===== config.mk =====
export PLATFORM = sky130hd
export DESIGN_NAME = lock_ctrl
export DESIGN_NICKNAME = d
export VERILOG_FILES = /design/src/rtl/lock_pkg.sv /design/src/rtl/lock_timer.sv /design/src/rtl/lock_ctrl.sv
export SDC_FILE = /design/constraint.sdc
export NUM_CORES = 1
export LEC_CHECK = 0
export ABC_AREA = 1
export ABC_CLOCK_PERIOD_IN_PS = 1600
export BUFFER_PORTS_ARGS = -buffer_cell sky130_fd_sc_hd__buf_2
export CAP_MARGIN = 25
export CORE_MARGIN = 5
export CORE_UTILIZATION = 55
export CTS_CLUSTER_SIZE = 40
export DETAILED_ROUTE_END_ITERATION = 8
export GPL_TIMING_DRIVEN = 1
export PLACE_DENSITY = 0.76
export REMOVE_ABC_BUFFERS = 1
export SETUP_SLACK_MARGIN = 0.5
export SYNTH_ARGS = -nofsm -noshare
export SYNTH_HDL_FRONTEND = slang
export SYNTH_SLANG_ARGS = --single-unit

===== constraint.sdc =====
create_clock -name clk -period 1.6 [get_ports clk]
set_clock_uncertainty 0.2 [all_clocks]
set_input_delay 0.16 -clock clk [delete_from_list [all_inputs] [get_ports clk]]
set_output_delay 0.16 -clock clk [all_outputs]
set_load 0.005 [all_outputs]

===== src/rtl/lock_pkg.sv =====
`default_nettype none
// ============================================================================
//  Module      : lock_pkg
//  Description : Shared types and defaults for the keypad lock controller.
//                Holds the controller state enum, the default timing and
//                attempt-limit constants, and a small width helper.
//  Revision    : 1.0  initial release
// ============================================================================
package lock_pkg;

    // Controller states: closed and accepting code bits, open, or blocked.
    typedef enum logic [1:0] {
        LOCKED   = 2'd0,
        UNLOCKED = 2'd1,
        LOCKOUT  = 2'd2
    } lock_state_t;

    localparam int c_UNLOCK_CYC  = 8;
    localparam int c_WINDOW      = 16;
    localparam int c_MAX_FAIL    = 3;
    localparam int c_LOCKOUT_CYC = 32;

    // Bits needed to hold values 0..max_val-1, never less than one bit.
    function automatic int cnt_width(input int max_val);
        return (max_val > 1) ? $clog2(max_val) : 1;
    endfunction

endpackage
`default_nettype wire


===== src/rtl/lock_timer.sv =====
`default_nettype none
// ============================================================================
//  Module      : lock_timer
//  Description : Loadable down-counter. A load writes load_val; otherwise the
//                count decrements once per cycle and rests at zero.
//  Ports       : clk      - system clock
//                rst      - synchronous active-high reset (count -> 0)
//                load     - load load_val this cycle (wins over decrement)
//                load_val - value to load
//                zero     - high while the count is zero
//  Revision    : 1.0  initial release
// ============================================================================
module lock_timer
    import lock_pkg::*;
#(
    parameter int WIDTH = cnt_width(c_LOCKOUT_CYC)
) (
    input  logic             clk,
    input  logic             rst,
    input  logic             load,
    input  logic [WIDTH-1:0] load_val,
    output logic             zero
);

    logic [WIDTH-1:0] r_count;

    always_ff @(posedge clk) begin
        if (rst) begin
            r_count <= '0;
        end else if (load) begin
            r_count <= load_val;
        end else if (r_count != '0) begin
            r_count <= r_count - 1'b1;
        end
    end

    assign zero = (r_count == '0);

endmodule
`default_nettype wire


===== src/rtl/lock_ctrl.sv =====
`default_nettype none
// ============================================================================
//  Module      : lock_ctrl
//  Description : Keypad lock controller. Counts code bits per attempt window,
//                opens for UNLOCK_CYC cycles on a correct code, and blocks
//                input for LOCKOUT_CYC cycles after MAX_FAIL consecutive
//                failed attempts.
//  Ports       : clk       - system clock
//                rst       - synchronous active-high reset
//                bit_valid - strobe, one keypad code bit presented
//                match     - pulse, correct code detected upstream
//                relock    - level, close the lock early
//                unlocked  - high while open
//                lockout   - high while input is blocked
//                alarm     - one-cycle pulse on entry to lockout
//                fail_cnt  - consecutive failed attempts (saturating)
//  Revision    : 1.0  initial release
// ============================================================================
module lock_ctrl
    import lock_pkg::*;
#(
    parameter int UNLOCK_CYC  = c_UNLOCK_CYC,
    parameter int WINDOW      = c_WINDOW,
    parameter int MAX_FAIL    = c_MAX_FAIL,
    parameter int LOCKOUT_CYC = c_LOCKOUT_CYC
) (
    input  logic                          clk,
    input  logic                          rst,
    input  logic                          bit_valid,
    input  logic                          match,
    input  logic                          relock,
    output logic                          unlocked,
    output logic                          lockout,
    output logic                          alarm,
    output logic [$clog2(MAX_FAIL+1)-1:0] fail_cnt
);

    localparam int c_TIMER_W = cnt_width((UNLOCK_CYC > LOCKOUT_CYC) ? UNLOCK_CYC : LOCKOUT_CYC);
    localparam int c_BIT_W   = cnt_width(WINDOW);
    localparam int c_FAIL_W  = $clog2(MAX_FAIL + 1);

    localparam logic [c_BIT_W-1:0]   c_BIT_LAST   = c_BIT_W'(WINDOW - 1);
    localparam logic [c_FAIL_W-1:0]  c_FAIL_LAST  = c_FAIL_W'(MAX_FAIL - 1);
    localparam logic [c_FAIL_W-1:0]  c_FAIL_MAX   = c_FAIL_W'(MAX_FAIL);
    localparam logic [c_TIMER_W-1:0] c_OPEN_LOAD  = c_TIMER_W'(UNLOCK_CYC - 1);
    localparam logic [c_TIMER_W-1:0] c_BLOCK_LOAD = c_TIMER_W'(LOCKOUT_CYC - 1);

    lock_state_t          r_state,    w_state_nx;
    logic [c_BIT_W-1:0]   r_bit_cnt,  w_bit_cnt_nx;
    logic [c_FAIL_W-1:0]  r_fail_cnt, w_fail_cnt_nx;
    logic                 r_alarm,    w_alarm_nx;
    logic                 w_load;
    logic [c_TIMER_W-1:0] w_load_val;
    logic                 w_zero;

    lock_timer #(
        .WIDTH    (c_TIMER_W)
    ) u_timer (
        .clk      (clk),
        .rst      (rst),
        .load     (w_load),
        .load_val (w_load_val),
        .zero     (w_zero)
    );

    always_ff @(posedge clk) begin
        if (rst) begin
            r_state    <= LOCKED;
            r_bit_cnt  <= '0;
            r_fail_cnt <= '0;
            r_alarm    <= 1'b0;
        end else begin
            r_state    <= w_state_nx;
            r_bit_cnt  <= w_bit_cnt_nx;
            r_fail_cnt <= w_fail_cnt_nx;
            r_alarm    <= w_alarm_nx;
        end
    end

    always_comb begin
        w_state_nx    = r_state;
        w_bit_cnt_nx  = r_bit_cnt;
        w_fail_cnt_nx = r_fail_cnt;
        w_alarm_nx    = 1'b0;
        w_load        = 1'b0;
        w_load_val    = '0;

        case (r_state)
            LOCKED: begin
                // A match beats a window-end failure in the same cycle.
                if (match) begin
                    w_state_nx    = UNLOCKED;
                    w_bit_cnt_nx  = '0;
                    w_fail_cnt_nx = '0;
                    w_load        = 1'b1;
                    w_load_val    = c_OPEN_LOAD;
                end else if (bit_valid) begin
                    if (r_bit_cnt == c_BIT_LAST) begin
                        w_bit_cnt_nx = '0;
                        if (r_fail_cnt != c_FAIL_MAX) begin
                            w_fail_cnt_nx = r_fail_cnt + 1'b1;
                        end
                        if (r_fail_cnt == c_FAIL_LAST) begin
                            w_state_nx = LOCKOUT;
                            w_alarm_nx = 1'b1;
                            w_load     = 1'b1;
                            w_load_val = c_BLOCK_LOAD;
                        end
                    end else begin
                        w_bit_cnt_nx = r_bit_cnt + 1'b1;
                    end
                end
            end

            UNLOCKED: begin
                // relock > match (extend) > expiry; a match on the final
                // open cycle still extends the open time.
                if (relock) begin
                    w_state_nx   = LOCKED;
                    w_bit_cnt_nx = '0;
                end else if (match) begin
                    w_load     = 1'b1;
                    w_load_val = c_OPEN_LOAD;
                end else if (w_zero) begin
                    w_state_nx   = LOCKED;
                    w_bit_cnt_nx = '0;
                end
            end

            LOCKOUT: begin
                if (w_zero) begin
                    w_state_nx    = LOCKED;
                    w_bit_cnt_nx  = '0;
                    w_fail_cnt_nx = '0;
                end
            end

            default: begin
                w_state_nx    = LOCKED;
                w_bit_cnt_nx  = '0;
                w_fail_cnt_nx = '0;
            end
        endcase
    end

    assign unlocked = (r_state == UNLOCKED);
    assign lockout  = (r_state == LOCKOUT);
    assign alarm    = r_alarm;
    assign fail_cnt = r_fail_cnt;

endmodule
`default_nettype wire


# After elaboration in Yosys (flattened, before gate mapping)
# Index checks and enable logic that the tools add are counted.
# W data, S select, Z words.
dict set report totals {
  output_inout_bits 5
  register_bits 14
  inputBits 5
}
dict set report op_classes {
  addsub 3
  n_eq_ne 11
  n_reduce_logical 8
  mux 37
  bitwise 2
}
# operator count
set op_table {}
lappend op_table {{$mux W5} 6}
lappend op_table {{$mux W2} 12}
lappend op_table {{$mux W4} 6}
lappend op_table {{$ne A3 B3 Y1 const B} 5}
lappend op_table {{$pmux W2 S3} 2}
lappend op_table {{$pmux W4 S3} 1}
lappend op_table {{$pmux W5 S2} 1}
lappend op_table {{$mux W1} 6}
lappend op_table {{$mux W3} 2}
lappend op_table {{$logic_not A5 Y1} 1}
lappend op_table {{$reduce_and A5 Y1} 1}
lappend op_table {{$reduce_bool A5 Y1} 1}
lappend op_table {{$sub A5 B1 Y5 const B} 1}
lappend op_table {{$add A4 B1 Y4 const B} 1}
lappend op_table {{$eq A2 B2 Y1 const B} 2}
lappend op_table {{$eq A4 B4 Y1 const B} 1}
lappend op_table {{$reduce_and A4 Y1} 1}
lappend op_table {{$reduce_or A3 Y1} 1}
lappend op_table {{$add A2 B1 Y2 const B} 1}
lappend op_table {{$eq A2 B1 Y1 const B} 1}
lappend op_table {{$logic_not A2 Y1} 1}
lappend op_table {{$ne A2 B1 Y1 const B} 1}
lappend op_table {{$ne A2 B2 Y1 const B} 1}
lappend op_table {{$not A1 Y1} 2}
lappend op_table {{other kinds (3)} 3}

# Logic depth before layout (Yosys ltp)
# Gate-level depths: netlist of run 1.
dict set report logic_depth {
  ltp_word 7
  depth_mapped 10
}

# Hierarchy
# Synthesis of run 1 repeated with hierarchy kept, for this count alone.
dict set report hier_totals {
  cells_unflattened 145
  hier_area_um2 932.1
}
# module cells_each seq_area_each_um2 area_each_um2 n_inst
set by_module_without_submodules {}
lappend by_module_without_submodules {lock_ctrl 103 180.2 641.9 1}
lappend by_module_without_submodules {lock_timer 42 100.1 290.3 1}

# Least setup slack after synthesis of run 1
# OpenSTA, ideal clock, no wires.
dict set report synth_path {
  path_type {register to register}
  start {register u_timer.r_count[0]}
  end {register r_fail_cnt[1] (netlist: fail_cnt[1])}
  path_stages_with_launch 8
  n_path_buf 0
  setup_slack_ns 0.143
  arrival_time_ns 1.141
  t_required_ns 1.284
  setup_ns 0.116
  path_cell_list {dfxtp_1 -> inv_1 -> ha_1 -> nand3_2 -> nand2_1 -> nand3_1 -> o21ai_0 -> nor2_1}
}
dict set report synth_via {
  elab_chain_cells 3
}
# item line_no
set synth_lines {}
lappend synth_lines {{start, declared} lock_timer.sv:25} ;# logic [WIDTH-1:0] r_count;
lappend synth_lines {{start signal, assigned} lock_timer.sv:31} ;# r_count <= load_val;
lappend synth_lines {{start signal, assigned} lock_timer.sv:33} ;# r_count <= r_count - 1'b1;
lappend synth_lines {{$logic_not A5 Y1} lock_timer.sv:37} ;# assign zero = (r_count == '0);
lappend synth_lines {{$ne A2 B1 Y1 (no line)} --}
lappend synth_lines {{$reduce_and A5 Y1 (no line)} --}
lappend synth_lines {{end signal, assigned} lock_ctrl.sv:75} ;# r_fail_cnt <= w_fail_cnt_nx;
lappend synth_lines {{end, declared} lock_ctrl.sv:50} ;# logic [c_FAIL_W-1:0] r_fail_cnt, w_fail_cnt_nx;
# Every way passes these cells.
# A chain may end at the register's enable or synchronous reset.

# Final worst setup path of run 1
dict set report layout_path {
  start {register r_fail_cnt[0] (netlist: fail_cnt[0])}
  end {register u_timer.r_count[4]}
}
dict set report layout_via {
  elab_chain_cells 7
  elab_cells_between_ends 13
  cone_classes {eq/ne (1); mux (11); reduce/logical (1)}
}
# item line_no
set layout_lines {}
lappend layout_lines {{$eq A2 B2 Y1 *} lock_ctrl.sv:103} ;# if (r_fail_cnt == c_FAIL_LAST) begin
lappend layout_lines {{$mux W5 or $mux W1 (tied branches)} lock_ctrl.sv:103}
lappend layout_lines {{$mux W5 or $mux W1 (tied branches)} lock_ctrl.sv:98} ;# if (r_bit_cnt == c_BIT_LAST) begin
lappend layout_lines {{$mux W5 or $mux W1 (tied branches)} lock_ctrl.sv:97} ;# end else if (bit_valid) begin
lappend layout_lines {{$mux W5 or $mux W1 (tied branches)} lock_ctrl.sv:91} ;# if (match) begin
lappend layout_lines {{$pmux W5 S2 or $pmux W1 S2 (tied branches)} lock_ctrl.sv:88} ;# case (r_state)
lappend layout_lines {{$mux W5 or $reduce_bool A2 Y1 (tied branches)} --}
# Mark *: on every way between the ends. The rest lies on a longest branch, timed or not.

==> results of run 1 <==
## cells by family (layout without fill, tap and decap cells)
| logic type | after synthesis | after routing | share of synthesized area [%] |
|---|---|---|---|
| buffers and inverters | 22 | 46 | 9.52 |
| AND/OR/NAND/NOR | 64 | 64 | 37.5 |
| adder cells (fa/ha/maj) | 4 | 4 | 5.77 |
| flip-flops | 14 | 14 | 32.3 |
| AO/OA/AOI/OAI | 20 | 20 | 12.8 |
| XOR/XNOR | 2 | 2 | 2.02 |
## metal layers
metal | wire length (um) | vias to the layer above | track usage, %
met5 | 0 | - | 0
met4 | 24 | 0 | 6.55
met3 | 112 | 5 | 3.92
met2 | 1450 | 29 | 33.7
met1 | 1020 | 437 | 19.2
li1 | - | 447 | -
## final timing paths
kind | startpoint | endpoint | slack, ns | cells after the start
worst max-delay path | fail_cnt[0] | u_timer.r_count[4] | 0.14 | 10
worst min register to register | fail_cnt[1] | fail_cnt[1] | 0.34 | 2
worst min-delay path | rst | alarm | -0.03 | 2
worst max register to register | fail_cnt[0] | u_timer.r_count[4] | 0.14 | 10
## flip-flops by register name (all words and copies together) (netlist names)
signal           cells
alarm                1
fail_cnt             2
r_bit_cnt            4
r_state              2
u_timer.r_count      5
## stage by stage
step	total power [W]	hold WS (ns)	instances	area, um^2	utilization, %
finish	0.00122	-0.0269	166	1250	83.0
global route	0.00130	-0.0178	166	1250	83.0
CTS	0.00108	-0.0301	160	1090	72.3
detailed placement	0.000779	0.277	152	943	62.6
global placement	0.000769	0.267	152	943	62.6
floorplan	0.000682	0.0224	125	863	-
## power by group
group	switching (W)	leakage, nW	internal (W)
Combinational	0.000313	0.437	0.000262
Clock	0.000118	0.0138	0.0000875
Sequential	0.0000451	0.119	0.000397
Total	0.000476	0.570	0.000746
## placed cells by master, fill, tap and decap left out, drive strengths merged
master,n
a21oi,8
buf,22
clkbuf,3
dfxtp,14
ha,4
inv,21
nand2,26
nand3,10
nor2,25
nor3,2
o21ai,12
or2,1
xor2,2
## what timing repair did
action	in CTS	in global routing
gates resized for setup	29	35
endpoints found under the setup margin	18	18
endpoints found under the hold margin	7	4
setup buffers	5	6
pin swaps	5	8
## final cells by class
cell class,instances,area [um^2]
Fill cell,87,256
Clock buffer,3,22.5
Inverter,21,86.3
Sequential cell,14,299
Multi-Input combinational cell,90,647
Timing Repair Buffer,22,175
Tap cell,16,20.0
## critical path, delay by kind of cell, from the launching register on
family / cells / cell delay, ns
simple gates: 4 / 0.38
compound gates: 1 / 0.07
buf+inv: 4 / 0.25
fa+ha+maj: 1 / 0.16
flops: 1 / 0.35
==> impl_metrics.env, run 1 <==
export IMPL_slew_headroom_pct=83.5
export IMPL_critPathKind="reg -> reg"
export IMPL_nets=161
export IMPL_synth_cell_type_count=21
export IMPL_viasPerCell=5.53
export IMPL_synth_top_area_share_pct=32.3
export IMPL_setup_ws_ns=0.136
export IMPL_routabilityCongestion=0.789
export IMPL_hold_slack_ns=-0.0269
export IMPL_hp_class="in -> reg"
export IMPL_first_pass_iters=4
export IMPL_wl_per_cell_um=15.7
export IMPL_cts_max_level=1
export IMPL_cts_inserted_buffers=3
export IMPL_grt_pass1_vias=846
export IMPL_gr_usage_all_layers_pct=18.0
export IMPL_finalCritPeriodShare_pct=91.5
export IMPL_netlist_area_um2=867
export IMPL_critical_path_cell_chain="inv_2, ha_1, inv_1, nor2_4, nand3_4, inv_2, nand2_2, o21ai_1, inv_1, nor2_2"
export IMPL_grt_pass1_wl_um=3530
export IMPL_slew_viol_final=0
export IMPL_clock_sinks=14
export IMPL_required_ns=1.63
export IMPL_root_buffer="clkbuf_4"
export IMPL_dieArea_um2=2470
export IMPL_syn_avg_cell_area_um2=6.88
export IMPL_area_delta_synth_final_pct=44.2
export IMPL_path_clk_slew_ns=0.09
export IMPL_grt_max_degree=11
export IMPL_antenna_found_initial=0
export IMPL_core_area_um2=1510
export IMPL_synth_common_cells="20 x nand2_1, 20 x nor2_1, 16 x inv_1"
export IMPL_die_height_um=49.7
export IMPL_die_w_um=49.7
export IMPL_synth_top_flop_cell="dfxtp_1"
export IMPL_power_leakage_nw=0.570
export IMPL_syn_inst=126
export IMPL_drt_iter0_drc=18
export IMPL_hold_violations=6
export IMPL_port_buffers=9
export IMPL_pre_cts_ws_ns=0.0134
export IMPL_drive_above_1_share_pct=54.7
export IMPL_hpwl_um=1340
export IMPL_start_util_pct=57.6
export IMPL_yosysTopAreaCell="dfxtp_1"
export IMPL_postRouteWirelength_um=2610
export IMPL_pwr_density_cell_nw_per_um2=978
export IMPL_clock_fmax_ghz=0.683
export IMPL_synthTopCellsByArea="dfxtp_1 32%, nand2_1 8.7%, nor2_1 8.7%"
export IMPL_vias=918
export IMPL_io_pins=10
export IMPL_rsz0062_at_grt="true"
export IMPL_worstPathArrival_ns=1.50
export IMPL_worstPathMaxFanout=3
export IMPL_end_kind="register"
export IMPL_critical_path_slowest_cell="dfxtp_2"
export IMPL_min_period_ns=1.46
export IMPL_ys_warn_count=0
export IMPL_num_antenna_cells=0
export IMPL_cts_tree="yes"
export IMPL_clock_path_buffers=2
export IMPL_yosys_register_bits=14
export IMPL_max_stage_delay_ns=0.35
export IMPL_num_rows=14
export IMPL_async_reset_ff_share_pct=0
export IMPL_finalSetupViolations=0
export IMPL_synth_edff_count=0
export IMPL_drv_cap=0
export IMPL_vdd_ir_drop_max_mv=0.702
export IMPL_status="finished with violations"
export IMPL_worst_pin_slew_ns=0.245
export IMPL_clk_latency_ns=0.29
export IMPL_drc=0
export IMPL_synth_seq_area_share_pct=32.3
export IMPL_startpoint_type="register"
export IMPL_antenna_left=0
export IMPL_grt_overflow=0
export IMPL_fin_tns_setup_ns=0
export IMPL_violations="negative hold slack"
Power figures use the tool's default switching activity.
==> run 2: changes to the inputs <==
==> constraint.sdc (replaced) <==
create_clock -name clk -period 1.6 [get_ports clk]
set_clock_uncertainty 0.2 [all_clocks]
set_input_delay 0 -clock clk [delete_from_list [all_inputs] [get_ports clk]]
set_output_delay 0 -clock clk [all_outputs]
set_load 0.005 [all_outputs]
==> run 2 against run 1 <==
Against the previous run: via count is 3.3% lower; combinational power is 11% lower; worst hold slack worse by 0.15 ns; setup slack improved by 0.017 ns; clock power is 3% lower; final cell count stayed put; global-route usage up 0.18 points; flip-flop and latch count is the same; the run still ends with negative hold slack left; fmax increased by 1.2%; largest cell class unchanged.
==> impl_metrics.env, run 2 (synthesis gave the netlist of run 1 again) <==
export IMPL_pwr_density_cell_nw_per_um2=972
export IMPL_clock_fmax_ghz=0.691
export IMPL_hold_start="rst"
export IMPL_finalSetupViolations=0
export IMPL_drive_above_1_share_pct=48.0
export IMPL_dieArea_um2=2470
export IMPL_postRouteWirelength_um=2110
export IMPL_antenna_left=0
export IMPL_setup_ws_ns=0.153
export IMPL_cts_max_level=1
export IMPL_rsz0062_at_grt="true"
export IMPL_grt_pass1_wl_um=3590
export IMPL_antenna_found_initial=0
export IMPL_clock_path_buffers=2
export IMPL_worstPathArrival_ns=1.47
export IMPL_end_kind="register"
export IMPL_mostFrequentLayoutCells="16 x nand2_1, 16 x nor2_1, 12 x inv_1"
export IMPL_hpwl_um=1340
export IMPL_grt_overflow=0
export IMPL_cts_hold_fix_buffers=2
export IMPL_required_ns=1.62
export IMPL_finalCritPeriodShare_pct=90.4
export IMPL_reg_top3="u_timer.r_count x5, r_bit_cnt x4"
export IMPL_critPathKind="reg -> reg"
export IMPL_area_delta_synth_final_pct=35.8
export IMPL_nets=161
export IMPL_path_clk_slew_ns=0.08
export IMPL_cts_inserted_buffers=3
export IMPL_hold_violations=9
export IMPL_start_util_pct=57.6
export IMPL_largest_reg_flops=5
export IMPL_slew_headroom_pct=83.3
export IMPL_slew_viol_final=0
export IMPL_die_w_um=49.7
export IMPL_fin_tns_setup_ns=0
export IMPL_r2r_start="r_bit_cnt[1]"
export IMPL_num_rows=14
export IMPL_gr_usage_all_layers_pct=18.2
export IMPL_hold_slack_ns=-0.180
export IMPL_violations="negative hold slack"
export IMPL_grt_max_degree=11
export IMPL_io_pins=10
export IMPL_clock_sinks=14
export IMPL_fill_cells=105
export IMPL_drc=0
export IMPL_drt_iter0_drc=34
export IMPL_startpoint_type="register"
export IMPL_core_area_um2=1510
export IMPL_die_height_um=49.7
export IMPL_drv_cap=0
export IMPL_viasPerCell=5.35
export IMPL_seq_area_um2=294
export IMPL_grt_pass1_vias=852
export IMPL_status="finished with violations"
export IMPL_cts_tree="yes"
export IMPL_crit_start="r_bit_cnt[1]"
export IMPL_routabilityCongestion=0.789
export IMPL_top_register="u_timer.r_count"
export IMPL_wl_per_cell_um=12.7
export IMPL_power_leakage_nw=0.544
export IMPL_min_period_ns=1.45
export IMPL_vias=888
export IMPL_worst_pin_slew_ns=0.250
export IMPL_multi_input_area_um2=602
export IMPL_root_buffer="clkbuf_4"
export IMPL_hp_class="in -> reg"
export IMPL_num_antenna_cells=0
export IMPL_first_pass_iters=5
export IMPL_pre_cts_ws_ns=0.0134
export IMPL_vdd_ir_drop_max_mv=0.670
export IMPL_port_buffers=9
export IMPL_worstPathMaxFanout=3
export IMPL_clk_latency_ns=0.28
-- run 2: final timing paths --
kind                            cells past startpoint            endpoint  slack [ns]
worst min register to register                      2         fail_cnt[1]        0.34
worst max register to register                      9  u_timer.r_count[4]        0.15
worst min-delay path                                2        r_bit_cnt[1]       -0.18
worst max-delay path                                9  u_timer.r_count[4]        0.15
-- run 2: final cells by class --
class	instances	share of cell area, %
Inverter	21	7.12
Sequential cell	14	25.0
Timing Repair Buffer	22	13.2
Tap cell	16	1.70
Clock buffer	3	1.91
Multi-Input combinational cell	90	51.1
-- run 2: through the flow --
stage	area [um^2]	std cells	power, W	hold slack (ns)	util [%]
after floorplan	863	125	0.000682	-0.138	-
after global placement	943	152	0.000769	0.107	62.6
after detailed placement	943	152	0.000779	0.117	62.6
after CTS	1110	163	0.00109	-0.190	73.8
after global routing	1180	166	0.00124	-0.171	78.2
final	1180	166	0.00114	-0.180	78.2
-- run 2: power breakdown --
group          internal (W)  switching [W]  leakage (nW)
Clock             0.0000873       0.000111        0.0138
Sequential         0.000396      0.0000403         0.118
Combinational      0.000235       0.000275         0.413
Total              0.000717       0.000427         0.544
-- run 2: per-layer routing --
metal | GRT usage (%) | vias to the layer above | part of all wire, %
met1 | 20.3 | 408 | 41
met4 | 5.68 | 0 | 1.8
met2 | 33.7 | 28 | 53
li1 | - | 444 | -
met5 | 0 | - | 0
met3 | 3.61 | 8 | 3.8
-- run 2: repair_timing --
action | in CTS | in global routing
pin swaps | 7 | 4
setup endpoints to repair | 16 | 17
buffers inserted | 6 | 3
hold endpoints to repair | 10 | 9
resized for setup | 28 | 17
-- run 2: worst max-delay path, stage by stage, from the launching register on --
cell     delay, ns
dfxtp_2       0.36
ha_4          0.16
nand3_4       0.10
nor2_4        0.13
nand3_2       0.12
inv_2         0.07
nand2_2       0.06
o21ai_1       0.07
inv_1         0.06
nor2_2        0.06
==> run 3: changes to the inputs <==
- ABC_CLOCK_PERIOD_IN_PS: 1600 -> 1900
- CORE_UTILIZATION: 55 -> 63
- CTS_BUF_LIST: not set -> sky130_fd_sc_hd__clkbuf_4
- PLACE_DENSITY: 0.76 -> 0.85
- clock period: 1.6 -> 1.9 ns (I/O delays scaled with it)
==> run 3 against run 2 <==
Against the previous run: the flow now finishes without violations; via count up 11%; wire length rose by 47%; combinational power down 7.6%; power decreased by 9.5%; worst hold slack better by 0.51 ns; register-to-register slack improved by 0.19 ns; die area decreased by 10%.
==> impl_metrics.env, run 3 (synthesis gave the netlist of run 1 again) <==
export IMPL_drc=0
export IMPL_reg2reg_depth=6
export IMPL_setup_ws_ns=0.346
export IMPL_status="complete, no violations"
export IMPL_cts_tree="yes"
export IMPL_port_buffers=9
export IMPL_dp_cells=149
export IMPL_rsz0062_at_grt="true"
export IMPL_worstPathMaxFanout=6
export IMPL_grt_pass1_vias=909
export IMPL_critPathKind="reg -> reg"
export IMPL_mostFrequentLayoutCells="16 x nand2_1, 16 x nor2_1, 10 x inv_1"
export IMPL_fill_cells=50
export IMPL_pwr_density_cell_nw_per_um2=854
export IMPL_pre_cts_ws_ns=0.267
export IMPL_critical_path_slowest_cell="dfxtp_1"
export IMPL_startpoint_type="register"
export IMPL_core_area_um2=1300
export IMPL_top_register="u_timer.r_count"
export IMPL_num_rows=13
export IMPL_reg_top3="u_timer.r_count x5, r_bit_cnt x4"
export IMPL_drive_above_1_share_pct=49.0
export IMPL_grt_pass1_wl_um=3730
export IMPL_min_period_ns=1.55
export IMPL_worst_pin_slew_ns=0.323
export IMPL_max_stage_delay_ns=0.36
export IMPL_r2r_slack_ns=0.35
export IMPL_finalSetupViolations=0
export IMPL_largest_reg_flops=5
export IMPL_drv_cap=0
export IMPL_num_antenna_cells=0
export IMPL_viasPerCell=6.00
export IMPL_die_w_um=47.1
export IMPL_hold_path_end="fail_cnt[1]"
export IMPL_seq_area_um2=297
export IMPL_wl_per_cell_um=18.9
export IMPL_slew_headroom_pct=78.4
export IMPL_critical_path_cell_chain="nor2_2, nand3_4, nand2_4, nand3_2, o21ai_1, nor2_1"
export IMPL_instances_no_fill=164
export IMPL_clock_path_buffers=2
export IMPL_area_delta_synth_final_pct=40.0
export IMPL_hp_class="reg -> reg"
export IMPL_slew_viol_final=0
export IMPL_start_util_pct=66.6
export IMPL_routabilityCongestion=0.834
export IMPL_hpwl_um=1420
export IMPL_cts_max_level=1
export IMPL_grt_overflow=0
export IMPL_clk_latency_ns=0.29
export IMPL_required_ns=1.89
export IMPL_power_leakage_nw=0.560
export IMPL_gr_usage_all_layers_pct=24.2
export IMPL_hold_start="fail_cnt[1]"
export IMPL_die_height_um=47.1
export IMPL_clock_fmax_ghz=0.644
export IMPL_first_pass_iters=4
export IMPL_antenna_left=0
export IMPL_end_kind="register"
export IMPL_worstPathArrival_ns=1.54
export IMPL_vias=984
export IMPL_r2r_start="u_timer.r_count[3]"
export IMPL_path_clk_slew_ns=0.10
export IMPL_fin_tns_setup_ns=0
export IMPL_clock_sinks=14
export IMPL_cts_inserted_buffers=3
export IMPL_vdd_ir_drop_max_mv=0.535
export IMPL_dieArea_um2=2220
export IMPL_hold_violations=0
export IMPL_antenna_found_initial=0
export IMPL_hold_depth=2
export IMPL_regToRegEndpoint="fail_cnt[0]"
export IMPL_drt_iter0_drc=51
export IMPL_nets=159
export IMPL_grt_max_degree=11
export IMPL_io_pins=10
export IMPL_hold_slack_ns=0.330
export IMPL_finalCritPeriodShare_pct=81.8
export IMPL_multi_input_area_um2=644
export IMPL_postRouteWirelength_um=3110
export IMPL_root_buffer="clkbuf_4"
run 3: cell types whose count changed in the layout (fill, tap and decap cells not counted), sizes merged:
cell,previous run,this run
dlygate4sd3,2,4
clkinv,0,1
buf,20,16
run 3: what timing repair did:
| item | 4_1_cts | 5_1_grt |
|---|---|---|
| cloned | 0 | 0 |
| pin swaps | 5 | 9 |
| resized for setup | 31 | 23 |
| hold buffers | 4 | 0 |
| buffers inserted | 4 | 3 |
| hold endpoints to repair | 10 | 0 |
| setup endpoints to repair | 13 | 13 |
run 3: layout make-up:
type                            count  share of cell area (%)
Clock buffer                        3                    1.86
Timing Repair Buffer               20                    11.6
Inverter                           21                    7.11
Tap cell                           15                    1.55
Multi-Input combinational cell     90                    53.1
Sequential cell                    14                    24.4
Clock inverter                      1                   0.309
run 3: where the power goes:
group	switching, W	total, W	internal [W]
combinational	0.000278	0.000471	0.000193
sequential	0.0000437	0.000377	0.000334
clock	0.000111	0.000187	0.0000765
run 3: per-layer routing:
layer	track usage, %	routed length, um	up-vias
li1	-	-	440
met1	22.0	1110	447
met2	48.8	1520	73
met3	5.75	317	24
met4	11.0	159	0
met5	0	0	-
run 3: worst max path at each step:
stage	startpoint	cells after the start	to	slack, ns
2_1_floorplan	u_timer.r_count[0]	7	fail_cnt[1]	0.44
6_report	u_timer.r_count[3]	6	fail_cnt[0]	0.35
4_1_cts	r_bit_cnt[1]	9	u_timer.r_count[4]	0.47
3_5_place_dp	u_timer.r_count[0]	7	fail_cnt[0]	0.27
3_3_place_gp	u_timer.r_count[0]	7	fail_cnt[1]	0.36
5_1_grt	u_timer.r_count[3]	6	fail_cnt[0]	0.27
run 3: stage by stage:
stage               total power (W)  instance area (um^2)  utilization (%)
floorplan                  0.000574                   863                -
global placement           0.000627                   927             71.3
detailed placement         0.000641                   927             71.3
CTS                        0.000910                  1120             86.1
global route                0.00109                  1210             93.3
finish                      0.00104                  1210             93.3
run 3: worst max-delay path, delay by kind of cell, from the launching register on:
kind,cells,cell delay (ns)
DFF,1,0.36
and+or+nand+nor,5,0.70
AOI/OAI and AO/OA,1,0.19
